<file path="config.mk">
export PLATFORM = sky130hd
export DESIGN_NAME = prod_accum_u16
export DESIGN_NICKNAME = d
export VERILOG_FILES = /design/src/rtl/prod_accum_u16.sv
export SDC_FILE = /design/constraint.sdc
export NUM_CORES = 1
export LEC_CHECK = 0
export BUFFER_PORTS_ARGS = -buffer_cell sky130_fd_sc_hd__buf_2
export CORE_ASPECT_RATIO = 0.9
export CORE_MARGIN = 8
export CORE_UTILIZATION = 32
export DETAILED_ROUTE_END_ITERATION = 7
export PLACE_DENSITY = 0.54
export SLEW_MARGIN = 20
export SYNTH_ARGS = -nofsm -noshare
export SYNTH_HDL_FRONTEND = slang
export SYNTH_SLANG_ARGS = --single-unit
</file>
<file path="constraint.sdc">
create_clock -name clk -period 4.7 [get_ports clk]
set_input_delay 0.705 -clock clk [delete_from_list [all_inputs] [get_ports clk]]
set_output_delay 0.705 -clock clk [all_outputs]
set_load 0.005 [all_outputs]
</file>
<file path="src/rtl/prod_accum_u16.sv">
// Accumulates a programmed number of unsigned products into a wider sum.
// Optional build macro PROD_ACCUM_SATURATE_EN clamps the sum instead of wrapping.
module prod_accum_u16 #(
    parameter int PROD_W = 16,
    parameter int ACC_W  = 24,
    parameter int LEN_W  = 8
) (
    input  logic              clk,
    input  logic              rst_n,
    input  logic              start,
    input  logic [LEN_W-1:0]  len,
    input  logic              in_valid,
    output logic              in_ready,
    input  logic [PROD_W-1:0] product,
    output logic              out_valid,
    input  logic              out_ready,
    output logic [ACC_W-1:0]  sum,
    output logic              overflow,
    output logic              busy
);

    typedef enum logic [1:0] {IDLE, ACCUM, HOLD} state_t;

    state_t             state_q, state_d;
    logic [ACC_W-1:0]   acc_q, acc_d;
    logic [LEN_W-1:0]   cnt_q, cnt_d;
    logic               ovf_q, ovf_d;
    logic [ACC_W:0]     add_sum;
    logic               beat;

    assign beat    = in_valid && (state_q == ACCUM);
    // One extra bit captures the carry out of the accumulator MSB.
    assign add_sum = {1'b0, acc_q} + {{(ACC_W + 1 - PROD_W){1'b0}}, product};

    always_comb begin
        state_d = state_q;
        acc_d   = acc_q;
        cnt_d   = cnt_q;
        ovf_d   = ovf_q;
        case (state_q)
            IDLE: begin
                if (start) begin
                    acc_d = '0;
                    ovf_d = 1'b0;
                    if (len != '0) begin
                        cnt_d   = len;
                        state_d = ACCUM;
                    end else begin
                        state_d = HOLD;
                    end
                end
            end
            ACCUM: begin
                if (beat) begin
                    cnt_d = cnt_q - 1'b1;
                    if (add_sum[ACC_W]) ovf_d = 1'b1;
`ifdef PROD_ACCUM_SATURATE_EN
                    if (ovf_q || add_sum[ACC_W]) acc_d = '1;
                    else                         acc_d = add_sum[ACC_W-1:0];
`else
                    acc_d = add_sum[ACC_W-1:0];
`endif
                    if (cnt_q == LEN_W'(1)) state_d = HOLD;
                end
            end
            HOLD: begin
                if (out_ready) state_d = IDLE;
            end
            default: state_d = IDLE;
        endcase
    end

    always_ff @(posedge clk or negedge rst_n) begin
        if (!rst_n) begin
            state_q <= IDLE;
            acc_q   <= '0;
            cnt_q   <= '0;
            ovf_q   <= 1'b0;
        end else begin
            state_q <= state_d;
            acc_q   <= acc_d;
            cnt_q   <= cnt_d;
            ovf_q   <= ovf_d;
        end
    end

    assign in_ready  = (state_q == ACCUM);
    assign out_valid = (state_q == HOLD);
    assign busy      = (state_q != IDLE);
    assign sum       = acc_q;
    assign overflow  = ovf_q;

endmodule
</file>
# --- Yosys cells after proc, flatten, opt, wreduce, memory -nomap -nowiden ---
# Cells that the tools add are included.
totals:
  mem_bits_ro: 0
  out_inout_bits: 28
  wordCells: 41
  latch_bits: 0
  regBits: 35
  mem_bits_rw: 0
  mem_count: 0
classes:
  mul: 0
  reduce_logical: 9
  n_eq_ne: 9
  n_addsub: 2
  order_cmp: 0
  shift: 0
  mux: 17
  div_mod_pow: 0
  n_bitwise: 0
ops:
  columns: ["operator", "n"]
  rows:
  - ["two-way mux 24 bit", 2]
  - ["case mux 24 bit (2 select lines)", 1]
  - ["adder 24 x 16 -> 25 bit", 1]
  - ["two-way mux 8 bit", 3]
  - ["case mux 8 bit (2 select lines)", 1]
  - ["AND reduction 4 bit", 3]
  - ["two-way mux 2 bit", 5]
  - ["== test 8 x 1 -> 1 bit, second input constant", 1]
  - ["inequality test 2 x 1 -> 1 bit, second input constant", 4]
  - ["nonzero test 8 bit", 1]
  - ["subtractor 8 x 1 -> 8 bit, second input constant", 1]
  - ["case mux 2 bit (3 select lines)", 1]
  - ["inequality test 2 bit, second input constant", 2]
  - ["nonzero test 2 bit", 2]
  - ["two-way mux 1 bit", 3]
  - ["AND reduction 3 bit", 1]
  - ["== test 2 x 1 -> 1 bit, second input constant", 1]
  - ["== test 2 bit, second input constant", 1]
  - ["logical NOT 2 bit", 1]
  - ["case mux 1 bit (2 select lines)", 1]
  - ["logical AND 1 bit", 1]

# --- Depth between registers and ports, before layout ---
depth:
  ltp_word: 4
  depth_mapped: 8
  mapped_depth_nobuf: 8

# --- Worst setup path before layout ---
# No wires, ideal clock.
synth_path:
  kind: "input port to flip-flop"
  startpoint: "in product[0]"
  endpoint: "reg acc_q[14], in the netlist sum[14]"
  stages: 8
  setup_ns: 0.129
  path_slack_ns: 2.104
  arrival_ns: 2.467
  path_buffers: 0
  required_time_ns: 4.571
  path_cell_list: "ha_1 -> fa_1 -> a21oi_1 -> nor3b_1 -> or4b_1 -> a21oi_1 -> xnor2_1 -> o21ai_1"
synth_via:
  elab_chain_cells: 3
synth_lines:
  columns: ["element", "line_no", "text"]
  rows:
  - ["start: declaration", "14", "input logic [PROD_W-1:0] product,"]
  - ["adder 24 x 16 -> 25 bit", "33", "assign add_sum = {1'b0, acc_q} + {{(ACC_W + 1 - PROD_W){1'b0}}, product};"]
  - ["two-way mux 24 bit", "54", "if (beat) begin"]
  - ["case mux 24 bit (2 select lines)", "40", "case (state_q)"]
  - ["end signal: assignment", "76", "acc_q <= '0;"]
  - ["end signal: assignment", "81", "acc_q <= acc_d;"]
  - ["end: declaration", "25", "logic [ACC_W-1:0] acc_q, acc_d;"]
# Every way passes these cells. The select of a mux whose other input is x is not followed.
# A chain may end at the register's enable or synchronous reset.

# --- Worst setup path in the final report ---
layout_path:
  startpoint: "in product[0]"
  endpoint: "reg acc_q[20], in the netlist sum[20]"
# The elaborated chain is that of the path after synthesis.

==> results.toml <==
[status]
status = "finished, final reports clean"

[detailed_routing]
ant_nets = 0
wirelength_um = 6970
vias = 2373
drt-pass1-iter-count = 4
drt_iter0_markers = 90
wl_per_cell_um = 15.4
vias_per_cell = 5.25
drcViolationCount = 0

[synthesis]
synthCells = 299
ys_seq_area_frac = 0.341
syn_area_um2 = 2570
synth.distinct_cells = 56
synth-async-reset-ratio = 1.00
syn_area_per_cell_um2 = 8.59
ys.flop_type = "dfrtp_1"
synth-seq-cells = 35
yosysWarnings = 0
synth_edf_count = 0
synth_nets = 347

[final_layout]
drive_above_1_share = 0.215
area.growth.synth_to_final_pct = 19.1
final_common_cell = "buf_2"
num-nets-final = 400
mostFrequentLayoutCells = "buf_2 (56), o21ai_0 (39), dfrtp_1 (35)"
fin_area_um2 = 3060
antenna_cells = 0

[clock_tree]
cts_made_buffers = 5
cts.reportedPaths.clkPinSlew_ns = 0.08
cts_root_buf = "clkbuf_8"
cts_resized = 0
tritoncts = "yes"
ctsHtreeMaxLevel = 2
clockBufferDepth = 2
insertion_delay_ns = 0.29
holdBufCountCts = 0
cts_setup_buffers = 0
cts_sinks = 35

[timing]
rsz0062_at_grt = "false"
hold_viol_final = 0
worst_slew_pin_slew_ns = 0.961
max_slew_margin = 0.355
setup_viol_count_final = 0
min_period_over_period = 0.558
final_max_slew_viol_count = 0
min_period_ns = 2.62
setup_tns_ns = 0
skew_ns = 0.00364
fmax_mhz = 381

[critical_path]
path_cells = "buf_2 -> ha_1 -> fa_1 -> a211oi_1 -> o21ai_0 -> a211oi_1 -> o21ai_0 -> nand4_1 -> mux2i_1"
r2r_slack_ns = 2.19
crit_path_max_incr_delay_ns = 0.43
r2r_cells = 8
arrival_ns = 2.84
r2r_start = "sum[0]"
end_kind = "flop"
r2r-end = "sum[20]"
startpoint = "product[0]"
cp_slowest_cell = "fa_1"
critical_path.top_delay_family = "compound AO/OA/AOI/OAI gates"
worstPathMaxFanout = 4
path_buf_inv = 1
critPathLaunchType = "primary input"
required_ns = 4.92
crit_type = "primary input to flop"
critPathCapture = "sum[20]"
cp_num_cells = 9

[floorplanning]
die_h_um = 101
die-area_um2 = 11200
start_util = 0.325
rows = 31
die_w_um = 110
io_pins = 57
coreArea_um2 = 7910

[placement]
port_buffers = 56
hpwl_um = 5240
place_congestion = 0.782
dpl_cell_area_um2 = 2930

[flow_run]
maxCapViolCount = 0

[grt]
grt_max_degree = 36
grt_pass1_vias = 2426
antenna_found_initial = 0
grt_overflow_total = 0
track_usage = 0.127
grt_pass1_wl_um = 11900

[pwr]
power.leakage_nw = 1.42
ir_drop_mv = 0.147
power_density_nw_per_um2 = 584
total_power_mw = 1.79

[hold_path]
min_path_type = "flop to flop"
==> sequential cells by signal (all words and copies together) (netlist names) <==
signal and count:
cnt_q 8, overflow 1, state_q 2, sum 24
==> worst min-delay path by stage <==
stage                        start  endpoint  slack, ns  cells past startpoint
after global routing        sum[7]    sum[7]       0.55                      2
final                     overflow  overflow       0.51                      2
after global placement     sum[12]   sum[12]       0.49                      2
after floorplan              rst_n  cnt_q[0]       0.41                      0
after detailed placement  overflow  overflow       0.50                      2
after CTS                 overflow  overflow       0.52                      2
==> layer usage <==
metal	share of wire	track usage	wire length (µm)
met2	0.46	0.207	3210
met3	0.051	0.0351	354
met4	0.010	0.0353	72
met1	0.48	0.161	3340
met5	0	0	0
==> cell type report <==
type                       instances  area [µm²]
clock buffer                       6        72.6
clock inverter                     2        60.1
fill                             857        4850
inverter                           8        30.0
multi-input combinational        246        1620
sequential                        35         876
tap                               99         124
timing repair buffer              56         280
==> synthesized netlist by cell type, types with 2 or more instances <==
| cell type | n | area share |
|---|---|---|
| a31oi_1 | 3 | 0.0073 |
| and3_1 | 2 | 0.0049 |
| a22o_1 | 2 | 0.0068 |
| and2_1 | 3 | 0.0073 |
| inv_1 | 8 | 0.012 |
| nand2_1 | 32 | 0.047 |
| mux2i_1 | 2 | 0.0078 |
| a21oi_2 | 2 | 0.0068 |
| dfrtp_1 | 35 | 0.34 |
| nand4_1 | 5 | 0.012 |
| a22oi_1 | 2 | 0.0058 |
| o21a_1 | 4 | 0.012 |
| nor2b_1 | 5 | 0.012 |
| a211o_1 | 2 | 0.0068 |
| nand3_1 | 6 | 0.012 |
| nand2b_1 | 4 | 0.0097 |
| xor2_1 | 7 | 0.024 |
| nor2_1 | 18 | 0.026 |
| a211oi_1 | 3 | 0.0088 |
| or3_1 | 7 | 0.017 |
| a21o_1 | 2 | 0.0058 |
| or2_2 | 2 | 0.0049 |
| or4_1 | 3 | 0.0088 |
| ha_1 | 18 | 0.088 |
| nand3b_1 | 2 | 0.0058 |
| nor4_1 | 4 | 0.0097 |
| o21ai_1 | 2 | 0.0039 |
| xnor2_1 | 6 | 0.020 |
| clkbuf_1 | 8 | 0.012 |
| o21ai_0 | 39 | 0.076 |
| o21bai_1 | 4 | 0.012 |
| a21oi_1 | 30 | 0.058 |
| nor3_1 | 4 | 0.0078 |
==> stage by stage <==
step / worst slack, ns / std cells / util / hold slack [ns]
final: 2.08 / 452 / 0.387 / 0.509
after global routing: 1.89 / 452 / 0.387 / 0.555
after CTS: 2.08 / 452 / 0.387 / 0.516
after detailed placement: 1.83 / 444 / 0.370 / 0.496
after global placement: 1.88 / 444 / 0.370 / 0.489
after floorplan: 2.10 / 299 / - / 0.409
==> kinds of logic after synthesis <==
logic type / share of synthesized area
xor+xnor: 0.0443
mux: 0.00779
flops: 0.341
fa+ha+maj: 0.0955
simple gates: 0.223
compound gates: 0.259
buf+inv: 0.0297
==> worst min-delay path: cells and delay by family (launching register included) <==
kind	cells	cell delay (ns)
AO/OA/AOI/OAI	1	0.05
flip-flops	1	0.36
AND/OR/NAND/NOR	1	0.07
==> report_power, final <==
group	total [mW]	internal, mW	switching [mW]
Combinational	0.952	0.397	0.555
Clock	0.332	0.212	0.120
Sequential	0.504	0.402	0.102
Power figures use the tool's default switching activity.
